<file path="config.mk">
export PLATFORM = sky130hd
export DESIGN_NAME = snake_body_ctrl
export DESIGN_NICKNAME = d
export VERILOG_FILES = /design/src/rtl/snake_body_ctrl.sv
export SDC_FILE = /design/constraint.sdc
export NUM_CORES = 1
export LEC_CHECK = 0
export ABC_AREA = 1
export CORE_UTILIZATION = 45
export CTS_BUF_LIST = sky130_fd_sc_hd__clkbuf_4 sky130_fd_sc_hd__clkbuf_8 sky130_fd_sc_hd__clkbuf_16
export DETAILED_ROUTE_END_ITERATION = 12
export PLACE_DENSITY = 0.66
export SYNTH_ARGS = -nofsm -noshare
export SYNTH_HDL_FRONTEND = slang
export SYNTH_SLANG_ARGS = --single-unit
</file>
<file path="constraint.sdc">
create_clock -name clk -period 4.9 [get_ports clk]
set_clock_uncertainty 0.15 [all_clocks]
set_input_delay 0.49 -clock clk [delete_from_list [all_inputs] [get_ports clk]]
set_output_delay 0.49 -clock clk [all_outputs]
set_load 0.02 [all_outputs]
</file>
<file path="src/rtl/snake_body_ctrl.sv">
// snake_body_ctrl: snake body shift register with timed movement, growth, wall/self collision and render query
module snake_body_ctrl #(
    parameter int MAX_LEN  = 16,
    parameter int TICK_DIV = 250000,
    parameter int GRID_W   = 40,
    parameter int GRID_H   = 30
) (
    input  logic       clk,
    input  logic       reset,
    input  logic [1:0] dir_in,
    input  logic       dir_valid,
    input  logic       add_cube,
    input  logic [5:0] query_x,
    input  logic [5:0] query_y,
    output logic [5:0] head_x,
    output logic [5:0] head_y,
    output logic [5:0] length,
    output logic       query_hit,
    output logic       moved,
    output logic       game_over
);
    localparam int CW = $clog2(TICK_DIV);
    typedef enum logic [1:0] {WAIT, RUN, DEAD} state_t;
    state_t state, state_nx;
    logic [5:0] seg_x [MAX_LEN];
    logic [5:0] seg_y [MAX_LEN];
    logic [1:0] cur_dir, next_dir;
    logic [CW-1:0] cnt;
    logic grow_pending, step, grow, wall, self_hit, hit, dir_ok, start;
    logic [5:0] cand_x, cand_y;
    assign head_x    = seg_x[0];
    assign head_y    = seg_y[0];
    assign game_over = state == DEAD;
    always_comb begin
        step     = state == RUN && cnt == CW'(TICK_DIV - 1);
        grow     = grow_pending | add_cube;
        start    = dir_valid && dir_in != 2'd2;
        cand_x   = next_dir == 2'd2 ? seg_x[0] - 6'd1 : next_dir == 2'd3 ? seg_x[0] + 6'd1 : seg_x[0];
        cand_y   = next_dir == 2'd0 ? seg_y[0] - 6'd1 : next_dir == 2'd1 ? seg_y[0] + 6'd1 : seg_y[0];
        wall     = cand_x == 6'd0 || cand_x == 6'(GRID_W - 1) || cand_y == 6'd0 || cand_y == 6'(GRID_H - 1);
        // in a step cycle the reversal test is against the direction about to take effect
        dir_ok   = dir_valid && dir_in != ((step ? next_dir : cur_dir) ^ 2'd1);
        self_hit = 1'b0;
        hit      = 1'b0;
        for (int i = 0; i < MAX_LEN; i++) begin
            if (6'(i) < length && !(6'(i) == length - 6'd1 && !grow) && seg_x[i] == cand_x && seg_y[i] == cand_y)
                self_hit = 1'b1;
            if (6'(i) < length && seg_x[i] == query_x && seg_y[i] == query_y)
                hit = 1'b1;
        end
        state_nx = state;
        if (state == WAIT && start)
            state_nx = RUN;
        if (step && (wall || self_hit))
            state_nx = DEAD;
    end
    always_ff @(posedge clk)
        state <= !reset ? WAIT : state_nx;
    always_ff @(posedge clk) begin
        if (!reset) begin
            for (int i = 0; i < MAX_LEN; i++) begin
                seg_x[i] <= i < 3 ? 6'(20 - i) : 6'd0;
                seg_y[i] <= i < 3 ? 6'd15 : 6'd0;
            end
            length       <= 6'(MAX_LEN < 3 ? MAX_LEN : 3);
            cur_dir      <= 2'd3;
            next_dir     <= 2'd3;
            cnt          <= '0;
            grow_pending <= 1'b0;
            query_hit    <= 1'b0;
            moved        <= 1'b0;
        end else begin
            query_hit <= hit;
            moved     <= 1'b0;
            if (state == WAIT) begin
                if (add_cube)
                    grow_pending <= 1'b1;
                if (start) begin
                    cur_dir  <= dir_in;
                    next_dir <= dir_in;
                    cnt      <= '0;
                end
            end else if (state == RUN) begin
                cnt <= step ? '0 : cnt + CW'(1);
                if (add_cube)
                    grow_pending <= 1'b1;
                if (dir_ok)
                    next_dir <= dir_in;
                if (step) begin
                    grow_pending <= 1'b0;
                    cur_dir      <= next_dir;
                    if (!wall && !self_hit) begin
                        for (int i = 1; i < MAX_LEN; i++) begin
                            seg_x[i] <= seg_x[i-1];
                            seg_y[i] <= seg_y[i-1];
                        end
                        seg_x[0] <= cand_x;
                        seg_y[0] <= cand_y;
                        if (grow && length < 6'(MAX_LEN))
                            length <= length + 6'd1;
                        moved <= 1'b1;
                    end
                end
            end
        end
    end
endmodule

</file>
======== After elaboration in Yosys (flattened, before gate mapping) ========
Memory sizes are Yosys's and may differ from the RTL's.
Index checks and enable logic that the tools add are counted.
Widths: inputs -> output; s select.
storage, ports and cells
  flip-flop bits (word level) ............. 33
  memories ................................ 2
  bits in writable memories ............... 192
  bits of input ports ..................... 18
  logic and storage cells ................. 391
operators by class
  multiplexer cells ....................... 92
  reductions and logical operators ........ 138
  $add $sub $neg .......................... 7
  equality and inequality tests ........... 90
  bitwise logic cells ..................... 36
  magnitude comparators ................... 17
memory list
  memory  depth  bits a word  rd ports  clocked after memory_dff  write ports  line  text
  seg_x   16     6            16        0                         16           25    logic [5:0] seg_x [MAX_LEN];
  seg_y   16     6            16        0                         16           26    logic [5:0] seg_y [MAX_LEN];
operators with widths
  cell                   count
  $eq 6x6->1             64
  $mux 6                 36
  $logic_and 1x1->1      103
  $mux 18                4
  $eq 4x6->1 const A     8
  $lt 4x6->1 const A     8
  $mux 1                 43
  $or 1x1->1             33
  $eq 3x6->1 const A     4
  $lt 3x6->1 const A     4
  $logic_not 1->1        19
  $add 18x1->18 const B  1
  $add 6x1->6 const B    3
  $eq 18x18->1 const B   1
  $logic_not 6->1        3
  $mux 2                 9
  $sub 6x1->6 const B    3
  $eq 2x6->1 const A     2
  $lt 1x6->1 const A     2
  $lt 2x6->1 const A     2
  $eq 1x6->1 const A     1
  $eq 2x2->1 const B     3
  $eq 6x5->1 const B     1
  $eq 6x6->1 const B     1
  other kinds (12)       22

======== Longest topological paths before layout ========
  word-level depth ........................ 32
  depth in mapped cells ................... 23
  mapped depth without buffers ............ 22

======== Worst setup path after synthesis ========
OpenSTA, ideal clock, no wires.
  kind .................................... register -> register
  start ................................... mem seg_x[0][0]
  end ..................................... mem seg_x[0][0] (enable)
  path slack .............................. 1.044 ns
  arrival ................................. 3.321 ns
  path buffers ............................ 3
  stages on the path, launching flop included .. 21
  clock period less this slack ............ 3.856 ns
  cells stage by stage .................... edfxtp_1 > inv_2 > ha_1 > inv_1 > nand3_4 > nand3_2 > buf_6 > nor2_1 > nand2_1 > nand3_1 > nand3_1 > nand2_1 > nor2_1 > nand2_1 > nor2_1 > nand2_2 > nor2_8 > nand2_2 > nand2_2 > buf_4 > buf_6
RTL lines
  item             line
  start, declared  25

==> impl_metrics.csv <==
group,metric,value,unit
placed_design,hpwl,43500,um
global_routing,grt_pass1_wl,86000,um
placed_design,dp_cells,2659,
clocking,postCtsSetupBuffers,0,
clocking,holdBufCountCts,0,
yosys,ys_warn_count,0,
yosys,synth_xor_area_frac,0.0793,
routing,vias_per_cell,5.58,
yosys,synth_top_family_by_area,"simple AND/OR/NAND/NOR gates",
clocking,clkTransAtPathRegs,0.06,ns
routing,vias,15100,
floorplanning,pin_count,39,
worst_setup_path,start_kind,"register",
finish,drive_gt1_frac,0.0635,
floorplanning,core,32800,um2
yosys,synth-seq-cells,225,
routing,drc_errors,0,
finish,final_cells,2712,
placed_design,io_buffers,38,
outcome,status,"finished clean",
power,power_leakage,7.54,nW
clocking,cts_root_buf,"clkbuf_16",
worst_setup_path,critical_path_class,"reg -> reg",
floorplanning,die_height,185,um
clocking,numCtsBuffers,28,
sta,worst_slack,0.289,ns
finish,layout_commonest_cell,"nand2_1",
yosys,synth_fa_ha_area_frac,0.00993,
floorplanning,die_area,34300,um2
finish,final_cell_mix,"nand2_1 (677), nor2_1 (298), inv_1 (259), nand3_1 (181), edfxtp_1 (120)",
yosys,yosysSeqAreaShare,0.377,
worst_setup_path,required,5.00,ns
clocking,cts.sink_count,225,
global_routing,grt_overflow,0,
finish,nets,2277,
sta,hold_viol,0,
sta,hold_ws,0.332,ns
finish,area_delta_synth_final,12.2,%
sta,setup_viol_count_final,0,
routing,dr.pass1.iters,7,
routing,routedWlPerCell,21.4,um
yosys,synth_compound_area_frac,0.0564,
yosys,synth_cell_type_count,41,
clocking,cts_resized,0,
min_path,hold_path_class,"reg -> reg",
worst_setup_path,path_max_fanout,51,
routing,drt-total-wl,58000,um
yosys,synthCells,2221,
yosys,yosysTopAreaCell,"edfxtp_1",
sta,grt_setup_unrepaired,"no",
finish,final_core_util,0.518,
yosys,avgSynthCellArea,6.81,um2
sta,worst-slew-pin-transition,0.918,ns
power,power_density,299,nW/um2
sta,layout_min_cycle_time,4.61,ns
floorplanning,num_rows,66,
clocking,htree_levels,1,
sta,fmax,0.217,GHz
sta,post-route-period-util,0.941,
global_routing,antenna_found_initial,3,
sta,drv_slew,0,
yosys,synth_nets,2251,
routing,drt_iter0_drc,1813,
yosys,synth_top_area_frac,0.238,
routing,ant_nets,0,
worst_setup_path,r2r_slack,0.29,ns
global_routing,grtUsageTotal,0.341,
floorplanning,die_w,185,um
clocking,cts_tree,"yes",
clocking,clk_path_buf_depth,3,
yosys,synthTopCellsByArea,"edfxtp_1 (24%), nand2_1 (17%), dfxtp_1 (14%), nor2_1 (7.4%), inv_1 (6.4%)",
power,peakVddDrop,0.000257,V
yosys,synth_mux_area_frac,0,
sta,tns,0,ns
clocking,clk_latency,0.58,ns
sta,slew_headroom,0.382,
worst_setup_path,crit_path_end_kind,"register",
worst_setup_path,crit_arrival,4.71,ns
flow_run,drv_cap,0,
yosys,synth_area,15100,um2
floorplanning,initial_core_util,0.461,
placed_design,dp_slack,0.430,ns
global_routing,grt_start_max_net_pins,73,
yosys,yosys.area_share.simple,0.378,
placed_design,globalplace.congestion,1.03,
global_routing,grt_pass1_vias,13700,
-- final timing paths --
| check | startpoint | cells after the start | end |
|---|---|---|---|
| setup / recovery | seg_x[0][1]$_SDFFCE_PN0P_ | 17 | seg_y[7][2]$_SDFFCE_PN0P_ |
| hold / removal | seg_x[13][4]$_SDFFE_PN0P_ | 2 | seg_x[14][4]$_SDFFE_PN0P_ |
| setup reg to reg | seg_x[0][1]$_SDFFCE_PN0P_ | 17 | seg_y[7][2]$_SDFFCE_PN0P_ |
| hold reg to reg | seg_x[13][4]$_SDFFE_PN0P_ | 2 | seg_x[14][4]$_SDFFE_PN0P_ |
-- through the flow --
step | cell area, um2 | total power [mW]
after detailed placement | 16000 | 2.96
after floorplan | 15100 | 2.65
after global routing | 17000 | 5.23
final | 17000 | 5.07
after global placement | 16000 | 2.96
after CTS | 17000 | 5.06
-- final cells by class --
type | count | area (um2)
Inverter | 274 | 1030
Sequential cell | 225 | 5710
Clock inverter | 10 | 80.1
Fill cell | 3289 | 15800
Antenna cell | 1 | 2.50
Tap cell | 442 | 553
Timing Repair Buffer | 84 | 813
Multi-Input combinational cell | 1634 | 7940
Clock buffer | 42 | 848
-- flip-flops by register name (all words and copies together), names as in the netlist --
name and flops:
seg_x 96, seg_y 96, cnt 18, length 6, cur_dir 2, next_dir 2
state 2, grow_pending 1, moved 1, query_hit 1
-- critical path, cell delays in order, from the launching register on --
cell and delay [ns]:
edfxtp_1 0.48, inv_1 0.13, ha_1 0.36, inv_1 0.09, nand3_4 0.14, nand3_2 0.54
nand3_1 0.29, nand2_1 0.08, nand3_1 0.21, nand2_1 0.09, nor2_1 0.24, nand2_1 0.11
nor2_1 0.13, nand2_2 0.11, nor2_8 0.21, nand2_2 0.19, nand2_8 0.42, buf_12 0.27
-- routing by layer --
metal,up-vias,global-route usage,wire [um]
li1,7159,-,-
met1,7044,0.462,24600
met2,778,0.516,24600
met3,138,0.0889,6300
met4,2,0.133,2530
met5,-,0,9
-- cell families after synthesis --
logic type / count (synthesis)
xor+xnor: 137
simple gates: 1326
buf+inv: 362
fa+ha+maj: 12
flops: 225
compound gates: 159
-- power breakdown --
group	total [mW]	switching, mW	internal (mW)
registers	2.11	0.0702	2.04
logic	0.841	0.596	0.245
clock network	2.12	0.875	1.24
total	5.07	1.54	3.53
-- synth_stat cells (all sizes together) --
library cell  count
nand2           699
nor2            303
inv             269
nand3           194
edfxtp          120
dfxtp           105
xor2            102
o21ai            90
nand4            73
buf              53
a21oi            44
clkbuf           35
xnor2            35
nor3             25
nor4             22
ha               12
o22ai             7
clkinv            5
o211ai            5
nand3b            4
a211oi            3
a221oi            3
a31oi             3
and3              3
a2111oi           2
nor4b             2
a21boi            1
nor3b             1
o2111ai           1
(Power assumes the default switching activity.)
